===== src/rtl/key_request_capture.sv =====
// key_request_capture
//   Captures debounced rising edges on eight raw key inputs and presents them,
//   one at a time, as a one-hot request to a downstream 8-to-3 encoder using a
//   valid/ready handshake. Presses not yet issued are held in a pending mask;
//   higher key indices issue first.
//
// Parameters
//   DB_CYCLES   debounce length in clk cycles (2 .. 2^24-1)
//
// Ports
//   clk         system clock, rising-edge
//   rst_n       asynchronous active-low reset
//   key_raw     raw asynchronous key levels, bit i is key i
//   onehot_out  registered one-hot request, all-zero when out_valid=0
//   out_valid   onehot_out holds a valid request
//   out_ready   downstream accepts onehot_out when out_valid=1
//   pending     captured presses not yet issued
//   overrun     one-cycle pulse when a press is lost
module key_request_capture #(
  parameter int unsigned DB_CYCLES = 100000
) (
  input  logic       clk,
  input  logic       rst_n,
  input  logic [7:0] key_raw,
  output logic [7:0] onehot_out,
  output logic       out_valid,
  input  logic       out_ready,
  output logic [7:0] pending,
  output logic       overrun
);

  localparam int unsigned NKEYS = 8;
  localparam int unsigned CW    = 24;
  localparam logic [CW-1:0] DB_LAST = CW'(DB_CYCLES - 1);

  // Synchronizer and debounce state
  logic [NKEYS-1:0] sync1;
  logic [NKEYS-1:0] sync2;
  logic [NKEYS-1:0] stable;
  logic [CW-1:0]    cnt [NKEYS];

  // Combinational helpers
  logic [NKEYS-1:0] rise;      // stable[i] goes 0->1 on this edge
  logic [NKEYS-1:0] sel;       // one-hot of highest-index pending bit
  logic [NKEYS-1:0] clr;       // pending bit consumed by a load this edge
  logic [NKEYS-1:0] pend_nxt;
  logic             out_free;
  logic             lost;

  // ---------------------------------------------------------------------------
  // Two-flop synchronizer
  // ---------------------------------------------------------------------------
  always_ff @(posedge clk or negedge rst_n) begin
    if (!rst_n) begin
      sync1 <= '0;
      sync2 <= '0;
    end else begin
      sync1 <= key_raw;
      sync2 <= sync1;
    end
  end

  // ---------------------------------------------------------------------------
  // Per-key debounce: the counter runs only while the synchronized level
  // disagrees with the debounced level; DB_CYCLES consecutive mismatching
  // cycles are needed before stable follows.
  // ---------------------------------------------------------------------------
  always_ff @(posedge clk or negedge rst_n) begin
    if (!rst_n) begin
      stable <= '0;
      for (int unsigned i = 0; i < NKEYS; i++) begin
        cnt[i] <= '0;
      end
    end else begin
      for (int unsigned i = 0; i < NKEYS; i++) begin
        if (sync2[i] == stable[i]) begin
          cnt[i] <= '0;
        end else if (cnt[i] == DB_LAST) begin
          stable[i] <= sync2[i];
          cnt[i]    <= '0;
        end else begin
          cnt[i] <= cnt[i] + CW'(1);
        end
      end
    end
  end

  always_comb begin
    rise = '0;
    for (int unsigned i = 0; i < NKEYS; i++) begin
      rise[i] = sync2[i] & ~stable[i] & (cnt[i] == DB_LAST);
    end
  end

  // ---------------------------------------------------------------------------
  // Output selection: ascending scan so the last hit (highest index) wins.
  // ---------------------------------------------------------------------------
  always_comb begin
    sel = '0;
    for (int unsigned i = 0; i < NKEYS; i++) begin
      if (pending[i]) begin
        sel    = '0;
        sel[i] = 1'b1;
      end
    end
  end

  assign out_free = ~out_valid | out_ready;
  assign clr      = out_free ? sel : '0;

  // A rise on the same edge as the clear re-arms the bit, so OR the rise in
  // after the clear.
  assign pend_nxt = (pending & ~clr) | rise;

  // Press lost: rise onto a bit that is already pending and not being consumed.
  assign lost     = |(rise & pending & ~clr);

  // ---------------------------------------------------------------------------
  // Pending mask, output register and overrun pulse
  // ---------------------------------------------------------------------------
  always_ff @(posedge clk or negedge rst_n) begin
    if (!rst_n) begin
      pending    <= '0;
      onehot_out <= '0;
      out_valid  <= 1'b0;
      overrun    <= 1'b0;
    end else begin
      pending <= pend_nxt;
      overrun <= lost;
      if (out_free) begin
        if (|pending) begin
          onehot_out <= sel;
          out_valid  <= 1'b1;
        end else begin
          onehot_out <= '0;
          out_valid  <= 1'b0;
        end
      end
    end
  end

endmodule


===== config.mk =====
export PLATFORM = sky130hd
export DESIGN_NAME = key_request_capture
export DESIGN_NICKNAME = d
export VERILOG_FILES = /design/src/rtl/key_request_capture.sv
export SDC_FILE = /design/constraint.sdc
export NUM_CORES = 1
export LEC_CHECK = 0
export BUFFER_PORTS_ARGS = -buffer_cell sky130_fd_sc_hd__buf_2
export CAP_MARGIN = 20
export CORE_MARGIN = 3
export CORE_UTILIZATION = 63
export DETAILED_ROUTE_END_ITERATION = 8
export PLACE_DENSITY = 0.87
export SKIP_CTS_REPAIR_TIMING = 1
export SYNTH_ARGS = -nofsm -noshare
export SYNTH_HDL_FRONTEND = slang
export SYNTH_SLANG_ARGS = --single-unit

===== constraint.sdc =====
create_clock -name clk -period 2.2 [get_ports clk]
set_input_delay 0.22 -clock clk [delete_from_list [all_inputs] [get_ports clk]]
set_output_delay 0.22 -clock clk [all_outputs]
set_load 0.03 [all_outputs]

Yosys cells after proc, flatten, opt, wreduce, memory -nomap -nowiden
Cells that the tools add are included.
- bitwise gates (word level): 39
- equal/unequal tests: 16
- mux-type cells: 27
- $add $sub $neg: 8
- reduce and logical (&&, ||, !) cells: 10
- operators by type and width (cell ; number):
    $mux W24 ; 16
    $add A24 B1 Y24 const B ; 8
    $eq A24 B17 Y1 const B ; 8
    $mux W8 ; 6
    $and A8 B8 Y8 ; 3
    $not A1 Y1 ; 17
    $and A1 B1 Y1 ; 16
    $reduce_and A2 Y1 ; 8
    $reduce_or A8 Y1 ; 2
    $eq A1 B1 Y1 ; 8
    $not A8 Y8 ; 1
    $or A8 B8 Y8 ; 1
    $mux W4 ; 1
    $mux W3 ; 1
    $mux W1 ; 2
    $mux W2 ; 1
    $or A1 B1 Y1 ; 1
- register bits after elaboration: 234
- output and inout port bits: 18
- input port bits: 11
- logic and storage cells: 122

Logic depth before layout (Yosys ltp)
- depth after elaboration: 12
- gate-level depth with buffers: 8
- mapped depth without buffers: 6

Least setup slack after synthesis
OpenSTA, ideal clock, no wires.
- path type: reg-to-reg
- start point: reg pending[5]
- end point: reg overrun
- setup time: 0.135 ns
- period minus slack after synthesis: 1.964 ns
- data required time: 2.065 ns
- data arrival time: 1.829 ns
- path slack: 0.236 ns
- stages on the path, launching flop included: 7
- cell sequence: dfrtp_1 -> nor3_2 -> or4b_1 -> buf_2 -> o311a_1 -> a32oi_1 -> nand4_1
- word-level cells in the longest chain between the ends: 7
- ends and longest elaborated chain (what ; RTL line ; source):
    from (decl) ; 28 ; output logic [7:0] pending,
    from (signal assigned) ; 128 ; pending <= pend_nxt;
    $mux W8 (3 in series) ; 101 ; if (pending[i]) begin
    $mux W8 ; 109 ; assign clr = out_free ? sel : '0;
    $not A8 Y8 ; 116 ; assign lost = |(rise & pending & ~clr);
    $and A8 B8 Y8 (*) ; 116 ;
    $reduce_or A8 Y1 (*) ; 116 ;
    named net lost ; 48 ; logic lost;
    to (signal assigned) ; 129 ; overrun <= lost;
    to (decl) ; 29 ; output logic overrun
The timed path passes the listed nets; every way through them passes the cells marked *.
A chain may end at the register's enable or synchronous reset.

Final worst setup path
- start point: reg cnt[120] (netlist bit)
- end point: reg stable[2]
- word-level cells in the longest chain between the ends: 2
- ends and longest elaborated chain (what ; RTL line ; source):
    from (decl) ; 40 ; logic [CW-1:0] cnt [NKEYS];
    from (signal, indexed assignment) ; 82 ; cnt[i] <= cnt[i] + CW'(1);
    $eq A24 B17 Y1 ; 78 ; end else if (cnt[i] == DB_LAST) begin
    $reduce_and A2 Y1 (no line) ; - ;
    to (signal, indexed assignment) ; 79 ; stable[i] <= sync2[i];
    to (decl) ; 39 ; logic [NKEYS-1:0] stable;
Every way passes these cells.

==> impl.org <==
** Global routing
- The number of antenna violations at the first check in global routing was 0.
- Entering global routing, the biggest net connects 63 pins.
- Vias in the first global route :: 8162
- The first global-routing pass estimated 38.24 mm of wire.
- Overflow left after global routing :: 0
- Total routing usage reported by global routing :: 23.24%

** STA
- Post-Route Skew :: 0.01491 ns
- Dividing the final minimum period by the clock period gives between 90% and 100%.
- Setup violations remaining at the end of the flow were counted as 0.
- Setup repair after global routing left no endpoint under its margin.
- Pins Over Slew Limit :: 0
- Headroom to the max-slew limit came out at 62.23%.
- Fin worst setup slack :: 0.1030 ns
- For the pin with the worst max-slew slack, the measured transition is around 0.56 ns.
- Total Negative Setup Slacks :: 0 ns
- For this run, the top clock speed supported by timing is 476.9 MHz.
- Period minus WS final :: 2.097 ns
- The count of endpoints failing hold in the final timing report was 0.

** Critical path
- The slowest stage of the critical path is the sky130_fd_sc_hd__or4_4 cell.
- Logic depth of the worst path, buffers included :: 6
- Largest incremental delay on the critical path :: ~0.46 ns
- The number of buffers and inverters on the critical path is 0.
- Cell count of the worst reg-to-reg path :: 6
- The worst register-to-register path has a setup slack of 0.10 ns.
- The signal on the critical path passes through ha_1 -> nand4_2 -> or4_4 -> nor4_4 -> nor2b_1 -> mux2_2.
- The cell family contributing the most delay on the critical path is simple AND/OR/NAND/NOR gates.
- Arrival time reported for the critical path endpoint :: 2.50 ns
- For the worst setup path, the data required time is roughly 2.6 ns.
- The worst setup path is of the flip-flop to flip-flop kind.
- Nature of the critical path startpoint :: flip-flop
- Along the worst path, the maximum fanout reaches 5.
- The worst setup path is captured at a flip-flop.
- In this run the critical register-to-register path is captured at stable[2]$_DFFE_PN0P_.
- RR Startpoint :: cnt[120]$_DFF_PN0_

** Drt
- Dividing the detail-routed via count by the number of cells gives 5.828.
- For this block, the via count after detailed routing is 8182.
- Router iterations before antenna repair :: 8
- In the routed design, unresolved DRC markers number 0.
- Violation count after the first detailed-route iteration :: 656
- WL per Instance :: ~16 um
- The count of nets left with antenna violations once routing finished came out at 0.
- After detailed routing, the total wire length is 21.99 mm.

** Synth
- Most common cell in the netlist :: sky130_fd_sc_hd__dfrtp_1
- Adder-cell area share of the yosys netlist :: 1.803%
- Synthesis produced a netlist whose cell count is approximately 1100.
- After synthesis, the netlist uses 46 different library cells.
- Share of the synthesized area in the top cell type :: 52.74%
- Most frequent cells after synthesis :: sky130_fd_sc_hd__dfrtp_1 (234), sky130_fd_sc_hd__nor2_1 (228), sky130_fd_sc_hd__xor2_1 (91), sky130_fd_sc_hd__xnor2_1 (84), sky130_fd_sc_hd__nand3_1 (77)
- The synthesized netlist devotes 1.859% of its cell area to compound gates.
- Asr flop ratio synth :: 100.0%
- Summing the areas of all xor and xnor instances in the mapped netlist gives 13.80% of the synthesized area.
- Counting every net in the synthesized netlist gives 1139.
- By area, the combinational part of the netlist is dominated by simple AND/OR/NAND/NOR gates.
- Cell area after synthesis :: roughly 0.011 mm2
- The Yosys step of the flow raised 0 warnings.
- Total of flip-flops plus latches after synthesis :: about 230
- Simple-gate portion of the synthesized area :: approximately a quarter
- Top_reg_cell synth :: sky130_fd_sc_hd__dfrtp_1
- sky130_fd_sc_hd__dfrtp_1 takes more of the synthesized area than any other cell.
- The synthesized design contains 0 enable-type register cells.
- Portion of the post-synthesis area used by sequential elements :: 52.74%
- Measured against the total synthesized area, the mux share comes to less than 1%.
- Leading post-synthesis cells by cell area :: sky130_fd_sc_hd__dfrtp_1 (53%), sky130_fd_sc_hd__nor2_1 (7.7%), sky130_fd_sc_hd__xor2_1 (7.2%)
- Dividing the synthesized area by the synthesized cell count gives 9.985 um2.

** Die
- In this run the count of I/O pins placed on the die edge is 29.
- In this run the horizontal extent of the chip is 138.8 um.
- The total area inside the core boundary comes to 0.01694 mm2.
- For this configuration, the core starts out at a cell density of 65.56%.
- The die is 138.8 um tall.
- Number of core rows :: 47
- Full die area :: just under 0.02 mm2

** Clock tree
- CTS Buf Count :: 24
- Clock Sinks :: 234
- Buffer type at the clock tree root :: sky130_fd_sc_hd__clkbuf_16
- For the worst-skew pair, the clock arrives at the later sink with an insertion delay of 0.52 ns.
- TritonCTS clock tree :: yes
- Clock tree buffer depth :: 3
- Clock-pin slew was measured on the worst setup and hold paths at 0.06 ns.
- CTS built an H-tree with a depth of 1.

** Pwr
- The share of total power dissipated in the clock network is 45.6%.
- Pwr/cell area :: roughly 690 mW/mm2
- The internal power of the cells totals 0.006763 W.
- Peak ir drop on the vdd network :: 0.5955 mV
- P_sw :: 0.001837 W
- Comb power frac :: 3.1%
- Leakage dissipation :: 5.465 nW
- Sequential cells burn 51.2% of the power.
- Switching share of power :: 21.36%

** Worst hold path
- In this run the worst hold path is classified as primary input to asynchronous set/reset pin.

** Flow run
- The tool flagged a number of max-cap violations equal to 0.

** Finish
- In the final layout, the share of cells above drive strength 1 is 9.882%.
- N_diodes :: 0
- The filler cells instantiated in the layout total 1125.
- Multi-input gate area :: about 0.0050 mm2
- Final #Nets :: about 1200
- Registers take 0.005856 mm2.
- Compared with the post-synthesis result, the final layout area differs by 12.19%.

** Placed design
- Routability-driven placement finished with a final weighted congestion of around 0.83.
- I/O Buffers :: 28
- DP Wirelength :: ~14 mm
- Pre-CTS setup slack :: between 0.1 and 0.15 ns

** Status
- The run finished with clean final reports.
==> per-stage QoR <==
stage | instance area, um2 | power [W] | hold slack [ns] | utilization (%) | cells
after floorplan | 11100 | 0.004600 | -0.07559 | - | 1112
after global placement | 11600 | 0.004729 | 0.1781 | 68.48 | 1354
after detailed placement | 11600 | 0.004739 | 0.1718 | 68.48 | 1354
after CTS | 12360 | 0.008668 | -0.3708 | 72.99 | 1395
after global routing | 12460 | 0.008928 | 0.2491 | 73.55 | 1404
final | 12460 | 0.008600 | 0.2176 | 73.55 | 1404
==> per-layer routing <==
layer  global-route usage (%)  routed length (um)  vias to the layer above
met2                    38.08               10560                      235
li1                         -                   -                     3919
met3                    4.448                1168                       57
met5                        0                   0                        -
met1                    31.83                9632                     3971
met4                    7.312                 632                        0
==> power groups by stage <==
stage / Combinational (W) / Clock [W] / Sequential [W]
6_report: 0.000269 / 0.00393 / 0.00441
5_1_grt: 0.000311 / 0.00421 / 0.00441
4_1_cts: 0.000264 / 0.00400 / 0.00440
3_5_place_dp: 0.000258 / 0 / 0.00448
3_3_place_gp: 0.000252 / 0 / 0.00448
2_1_floorplan: 0.000131 / 0 / 0.00447
==> worst max-delay path by stage <==
stage,from,to
floorplan,pending[5]$_DFF_PN0_,overrun$_DFF_PN0_
global placement,cnt[120]$_DFF_PN0_,stable[2]$_DFFE_PN0P_
detailed placement,cnt[120]$_DFF_PN0_,stable[2]$_DFFE_PN0P_
CTS,cnt[120]$_DFF_PN0_,stable[2]$_DFFE_PN0P_
global route,cnt[116]$_DFF_PN0_,cnt[101]$_DFF_PN0_
finish,cnt[120]$_DFF_PN0_,stable[2]$_DFFE_PN0P_
==> kinds of logic after synthesis <==
group | after synthesis
AND/OR/NAND/NOR | 590
flip-flops | 234
buffers and inverters | 63
AO/OA/AOI/OAI | 29
adder cells (fa/ha/maj) | 16
XOR/XNOR | 175
multiplexers | 5
==> cells in the final DEF, fill, tap and decap left out, types with 4 or more instances in the layout <==
| cell type | instances |
|---|---|
| sky130_fd_sc_hd__or3_1 | 6 |
| sky130_fd_sc_hd__buf_12 | 4 |
| sky130_fd_sc_hd__nand3_1 | 77 |
| sky130_fd_sc_hd__dfrtp_1 | 234 |
| sky130_fd_sc_hd__clkbuf_8 | 4 |
| sky130_fd_sc_hd__buf_2 | 27 |
| sky130_fd_sc_hd__buf_4 | 20 |
| sky130_fd_sc_hd__ha_1 | 16 |
| sky130_fd_sc_hd__nor2_1 | 228 |
| sky130_fd_sc_hd__or2_2 | 9 |
| sky130_fd_sc_hd__and2_1 | 6 |
| sky130_fd_sc_hd__and4_1 | 26 |
| sky130_fd_sc_hd__or4_1 | 4 |
| sky130_fd_sc_hd__mux2_2 | 5 |
| sky130_fd_sc_hd__xnor2_1 | 84 |
| sky130_fd_sc_hd__nand2_1 | 70 |
| sky130_fd_sc_hd__clkbuf_16 | 25 |
| sky130_fd_sc_hd__inv_1 | 33 |
| sky130_fd_sc_hd__nor2b_1 | 5 |
| sky130_fd_sc_hd__nand4_1 | 46 |
| sky130_fd_sc_hd__nor3_1 | 28 |
| sky130_fd_sc_hd__dlygate4sd3_1 | 9 |
| sky130_fd_sc_hd__nor4_1 | 41 |
| sky130_fd_sc_hd__xor2_1 | 91 |
| sky130_fd_sc_hd__o21ai_0 | 11 |
| sky130_fd_sc_hd__clkbuf_1 | 6 |
| sky130_fd_sc_hd__and3_1 | 23 |
==> worst reg2reg max path, delay by kind of cell (launching register included) <==
family	cells	cell delay, ns
DFF	1	0.41
adders and majority gates	1	0.26
and+or+nand+nor	4	0.98
muxes	1	0.33
==> state kept, by name (all words and copies together) (netlist names) <==
signal and cells:
cnt 192, onehot_out 8, out_valid 1, overrun 1, pending 8, stable 8
sync1 8, sync2 8
==> area by class of cell <==
class                   count  share of cell area [%]
inverters                  33                  0.9944
well taps                 220                   2.210
clock buffers              35                   5.645
clock inverters             6                  0.4922
multi-input cells         815                   39.88
repair buffers             61                   3.777
flip-flops and latches    234                   47.01
Power figures use the tool's default switching activity.
